`config.mk`:
```
export PLATFORM = sky130hd
export DESIGN_NAME = pipelined_adder
export DESIGN_NICKNAME = d
export VERILOG_FILES = /design/src/rtl/adder_pkg.sv /design/src/rtl/adder_slice.sv /design/src/rtl/pipelined_adder.sv
export SDC_FILE = /design/constraint.sdc
export NUM_CORES = 1
export LEC_CHECK = 0
export CAP_MARGIN = 20
export CELL_PAD_IN_SITES_DETAIL_PLACEMENT = 1
export CELL_PAD_IN_SITES_GLOBAL_PLACEMENT = 1
export CORE_UTILIZATION = 47
export CTS_CLUSTER_DIAMETER = 100
export DETAILED_ROUTE_END_ITERATION = 12
export PLACE_DENSITY_LB_ADDON = 0.1
export SLEW_MARGIN = 20
export SYNTH_ARGS = -nofsm -noshare
export SYNTH_HDL_FRONTEND = slang
export SYNTH_SLANG_ARGS = --single-unit
```
`constraint.sdc`:
```
create_clock -name clk -period 4.5 [get_ports clk]
set_input_delay 0.45 -clock clk [delete_from_list [all_inputs] [get_ports clk]]
set_output_delay 0.45 -clock clk [all_outputs]
set_load 0.01 [all_outputs]
```
`src/rtl/adder_pkg.sv`:
```
// Shared constants and helpers for the pipelined add/sub datapath.
package adder_pkg;

    localparam int WIDTH_DEF  = 32;
    localparam int STAGES_DEF = 4;

    // Operation select carried on the 'sub' pin.
    typedef enum logic {
        OP_ADD = 1'b0,
        OP_SUB = 1'b1
    } op_e;

    // Bits handled by each pipeline stage. A bad stage count falls back to
    // the full width so elaboration reaches the parameter check instead of
    // dividing by zero.
    function automatic int slice_width(input int width, input int stages);
        return (stages < 1) ? width : width / stages;
    endfunction

endpackage

```
`src/rtl/adder_slice.sv`:
```
// Combinational SW-bit ripple adder built from full-adder cells. Also exposes
// the carry into the top bit so the last stage can form signed overflow.
module adder_slice #(
    parameter int SW = 8
) (
    input  logic [SW-1:0] a,
    input  logic [SW-1:0] b,
    input  logic          ci,
    output logic [SW-1:0] s,
    output logic          co,
    output logic          c_msb
);

    logic [SW:0] c;

    assign c[0] = ci;

    for (genvar i = 0; i < SW; i++) begin : g_fa
        assign s[i]   = a[i] ^ b[i] ^ c[i];
        assign c[i+1] = (a[i] & b[i]) | (c[i] & (a[i] ^ b[i]));
    end

    assign co    = c[SW];
    assign c_msb = c[SW-1];

endmodule

```
`src/rtl/pipelined_adder.sv`:
```
// Pipelined two's-complement adder/subtractor. The carry chain is cut into
// STAGES slices; operands are skewed forward and finished sum slices are
// carried along so every bit of one operation leaves in the same cycle.
module pipelined_adder
    import adder_pkg::*;
#(
    parameter int WIDTH  = WIDTH_DEF,
    parameter int STAGES = STAGES_DEF
) (
    input  logic             clk,
    input  logic             rst_n,
    input  logic             in_valid,
    output logic             in_ready,
    input  logic [WIDTH-1:0] a,
    input  logic [WIDTH-1:0] b,
    input  logic             cin,
    input  logic             sub,
    output logic             out_valid,
    input  logic             out_ready,
    output logic [WIDTH-1:0] sum,
    output logic             cout,
    output logic             ovf
);

    localparam int SLICE = slice_width(WIDTH, STAGES);

    if ((STAGES < 1) || ((WIDTH % STAGES) != 0)) begin : g_bad_params
        $error("pipelined_adder: STAGES must be >= 1 and divide WIDTH");
    end

    op_e op;
    assign op = op_e'(sub);

    // Stage registers: skewed operands, accumulated low sum bits, carry.
    logic [WIDTH-1:0]  a_q [STAGES];
    logic [WIDTH-1:0]  b_q [STAGES];
    logic [WIDTH-1:0]  s_q [STAGES];
    logic [STAGES-1:0] c_q;
    logic              ovf_q;
    logic [STAGES-1:0] vld_pipe;

    // Per-stage combinational view: inputs to the slice and next register value.
    logic [WIDTH-1:0]  st_a  [STAGES];
    logic [WIDTH-1:0]  st_b  [STAGES];
    logic [WIDTH-1:0]  st_s  [STAGES];
    logic [WIDTH-1:0]  nxt_s [STAGES];
    logic [SLICE-1:0]  sl_s  [STAGES];
    logic              st_cm [STAGES];
    logic [STAGES-1:0] st_c;
    logic [STAGES-1:0] st_co;

    // Valid chain with the incoming beat at the bottom; the top bit is the output.
    logic [STAGES:0]   vld_chain;
    logic              en;

    assign vld_chain = {vld_pipe, in_valid};
    assign out_valid = vld_chain[STAGES];
    assign en        = !out_valid || out_ready;
    assign in_ready  = en;

    for (genvar k = 0; k < STAGES; k++) begin : g_stage
        if (k == 0) begin : g_first
            // Subtraction is A + ~B + 1; cin is ignored for sub.
            assign st_a[k] = a;
            assign st_b[k] = b ^ {WIDTH{op == OP_SUB}};
            assign st_c[k] = (op == OP_SUB) ? 1'b1 : cin;
            assign st_s[k] = '0;
        end else begin : g_next
            assign st_a[k] = a_q[k-1];
            assign st_b[k] = b_q[k-1];
            assign st_c[k] = c_q[k-1];
            assign st_s[k] = s_q[k-1];
        end

        adder_slice #(.SW(SLICE)) u_slice (
            .a     (st_a[k][k*SLICE +: SLICE]),
            .b     (st_b[k][k*SLICE +: SLICE]),
            .ci    (st_c[k]),
            .s     (sl_s[k]),
            .co    (st_co[k]),
            .c_msb (st_cm[k])
        );

        // Bits at and above this slice are still zero in st_s, so OR merges.
        assign nxt_s[k] = st_s[k] | (WIDTH'(sl_s[k]) << (k * SLICE));
    end

    // Advance every stage together under the single global enable.
    always_ff @(posedge clk or negedge rst_n) begin
        if (!rst_n) begin
            vld_pipe <= '0;
            c_q      <= '0;
            ovf_q    <= 1'b0;
            for (int k = 0; k < STAGES; k++) begin
                a_q[k] <= '0;
                b_q[k] <= '0;
                s_q[k] <= '0;
            end
        end else if (en) begin
            vld_pipe <= vld_chain[STAGES-1:0];
            c_q      <= st_co;
            ovf_q    <= st_cm[STAGES-1] ^ st_co[STAGES-1];
            for (int k = 0; k < STAGES; k++) begin
                a_q[k] <= st_a[k];
                b_q[k] <= st_b[k];
                s_q[k] <= nxt_s[k];
            end
        end
    end

    assign sum  = s_q[STAGES-1];
    assign cout = c_q[STAGES-1];
    assign ovf  = ovf_q;

endmodule

```
==> out/results.tsv <==
stage	metric	value	unit
route	# DRC	0	
synth	Post-synth EDFFs	0	
synth	Synth cell types	16	
synth	ys flop type	dfrtp_1	
timing	Pins Over Slew Limit	0	
die	core box area	17500	sq um
clock_network	total CTS buffers	17	
die	io pins	106	
flow_run	# Max-Cap Violations	0	
setup_path	Max Fanout on Critical Path	1	
clock_network	Clock Latency Late Sink	0.43	ns
power	Internal	5.17	mW
clock_network	CTS tree	yes	
power	switching fraction of total power	0.289	
clock_network	# resized after CTS	0	
route	Vias/cell	4.96	
timing	Slew headroom	0.510	
route	wire length per cell	18.1	um
grt	remaining global-route overflow	0	
timing	RSZ-0062 raised after global routing	no	
die	Die Footprint	18600	sq um
die	Die H	136	um
clock_network	clk root buf	clkbuf_16	
setup_path	Worst path max stage delay	0.47	ns
power	sequential power share	0.402	
grt	GR Util All Layers	0.184	
route	first-iteration detailed-routing DRC count	139	
setup_path	cell family with most CP delay	adder cells	
power	Power, Total	7.27	mW
final_layout	nets@finish	710	
power	Comb pwr share	0.371	
hold_path	Hold Crit Class	in -> async	
placed_design	# port buffers	105	
final_layout	Layout area overhead	20.9	%
timing	share of the clock period used by the worst path	0.890	
timing	Final Skew	0.00869	ns
setup_path	cell mode on critical path	fa_1	
setup_path	CP Launch Type	input port	
clock_network	# clock sinks	185	
timing	Final Hold Viols	0	
setup_path	worst path cell trace	clkdlybuf4s50_1, xor2_1, fa_1, fa_1, inv_1, fa_1, fa_1, fa_1, fa_1, fa_1, inv_1, fa_1, mux2_4	
timing	f_max	250	MHz
synth	area leader, netlist	dfrtp_1	
power	Clk pwr share	0.226	
synth	ys async rst share	1.00	
synth	Syn Nets	608	
clock_network	Post-CTS Setup Inserts	0	
synth	most common cell in the netlist	dfrtp_1	
timing	Final min period	4.00	ns
clock_network	Bufs on Longest Clock Path	2	
setup_path	Crit path buffers/inverters	3	
synth	Synth top cells by count	dfrtp_1 (185), mux2_4 (121), mux2_2 (47), fa_1 (32), inv_1 (28)	
timing	WHS	0.0511	ns
route	post-route ant nets	0	
setup_path	kind of critical path	in -> reg	
route	DRT Pass-1 Iters	4	
grt	vias in the first global route	4744	
synth	top post-synthesis cells by area	dfrtp_1 (54%), mux2_4 (21%), fa_1 (7.5%), mux2_2 (6.2%), xor2_1 (2.6%)	
final_layout	antenna cells	0	
power	Lkg Pwr	4.71	nW
clock_network	clock transition at the registers of the reported paths	0.07	ns
synth	top cell type's share of synthesized area	0.545	
power	pwr/cell area	707	nW/um^2
setup_path	CP Depth	13	
placed_design	Post-Place Worst Slack	-0.00852	ns
placed_design	DP HPWL	9740	um
clock_network	H-tree levels	4	
grt	largest net degree at the start of global routing	95	
synth	Avg Synthesized Cell Area	16.8	sq um
grt	first-pass GRT wire length	25700	um
final_layout	layout cell share with drive strength beyond 1	0.334	
timing	Setup Viol. Count Final	0	
power	sw power	2.10	mW
route	WL final	15300	um
outcome	run status	complete, no violations	
die	initial core utilization	0.486	
placed_design	placer congestion estimate	0.733	
clock_network	hold-fix buffers at CTS	0	
timing	fin worst setup slack	0.496	ns
synth	mapped cell area	8500	sq um
die	num rows	48	
setup_path	Worst Path Arrival	4.32	ns
setup_path	worst-case reg-to-reg path depth	13	
timing	Slew @ Worst Pin	0.733	ns
setup_path	Max stage delay cell, worst path	clkdlybuf4s50_1	
synth	Post-Synthesis Cells	506	
die	die width	136	um
setup_path	Crit path required time	4.81	ns
synth	register area share after synthesis	0.545	
grt	initial antenna violation count	0	
route	vias	4184	
synth	synth warn	0	
power	Max rail drop VDD	319	uV
synth	Synth Register Bits	185	
setup_path	Crit. End Element	register	
==> layer usage <==
metal | global-route usage | share of wire
met5 | 0 | 0
met4 | 0.0506 | 0.011
met3 | 0.0492 | 0.038
met2 | 0.298 | 0.50
met1 | 0.245 | 0.45
==> registers in the layout, summed over array words and instances (netlist names) <==
signal and flops:
a_q 48, b_q 48, s_q 48, sum 32, c_q 4, vld_pipe 4, ovf 1
==> kinds of logic after synthesis <==
kind of cell    count (synthesis)  share of synthesized area
compound gates                 14                    0.00825
xor+xnor                       33                     0.0340
fa+ha+maj                      32                     0.0754
buf+inv                        55                     0.0446
flops                         185                      0.545
mux                           170                      0.278
simple gates                   17                     0.0146
==> placed cells by master, fill, tap and decap left out <==
master	instances
buf_4	3
clkbuf_16	17
bufinv_16	5
buf_2	1
nand2b_1	1
mux2i_1	2
xor2_1	25
buf_12	2
nor3b_1	14
a21oi_1	14
fa_1	32
inv_6	1
inv_1	28
or2_2	1
clkinv_2	1
xnor2_1	8
clkinv_4	1
clkbuf_8	3
nand2b_4	1
dfrtp_1	185
clkinvlp_4	3
mux2_4	121
clkdlybuf4s50_1	103
mux2_2	47
==> through the flow <==
| stage | cell area (sq um) | util | std cells | setup TNS, ns |
|---|---|---|---|---|
| 2_1_floorplan | 8500 | - | 506 | 0 |
| 3_3_place_gp | 9630 | 0.551 | 814 | 0 |
| 3_5_place_dp | 9630 | 0.551 | 814 | -0.00852 |
| 4_1_cts | 10300 | 0.588 | 844 | 0 |
| 5_1_grt | 10300 | 0.588 | 844 | 0 |
| 6_report | 10300 | 0.588 | 844 | 0 |
==> final timing paths <==
check,start,to,slack (ns)
max,b[0],s_q[103],0.50
min,rst_n,sum[21],0.05
max reg2reg,a_q[56],ovf,0.59
min reg2reg,vld_pipe[2],vld_pipe[3],0.47
max in group asynchronous,rst_n,a_q[119],3.27
min in group clk,vld_pipe[2],vld_pipe[3],0.47
==> power groups by stage <==
stage | clock network, mW | logic, mW | registers [mW]
3_5_place_dp | 0 | 2.72 | 2.95
4_1_cts | 1.69 | 2.77 | 2.94
3_3_place_gp | 0 | 2.61 | 2.90
2_1_floorplan | 0 | 1.95 | 2.86
6_report | 1.65 | 2.70 | 2.92
5_1_grt | 1.75 | 2.98 | 3.03
==> layout make-up <==
class | instances | area, sq um
Sequential cell | 185 | 4630
Tap cell | 225 | 282
Clock buffer | 19 | 453
Fill cell | 1586 | 7200
Multi-Input combinational cell | 266 | 3500
Timing Repair Buffer | 110 | 1110
Inverter | 28 | 105
Clock inverter | 11 | 195
==> worst reg2reg max path: cells and delay by family (launching register included) <==
| kind | cells | cell delay (ns) |
|---|---|---|
| DFF | 1 | 0.40 |
| xor gates and xnor gates | 1 | 0.08 |
| muxes | 1 | 0.25 |
| adders and majority gates | 8 | 2.84 |
| buffers and inverters | 3 | 0.23 |
Note: power is estimated with default switching activity, not from simulation.
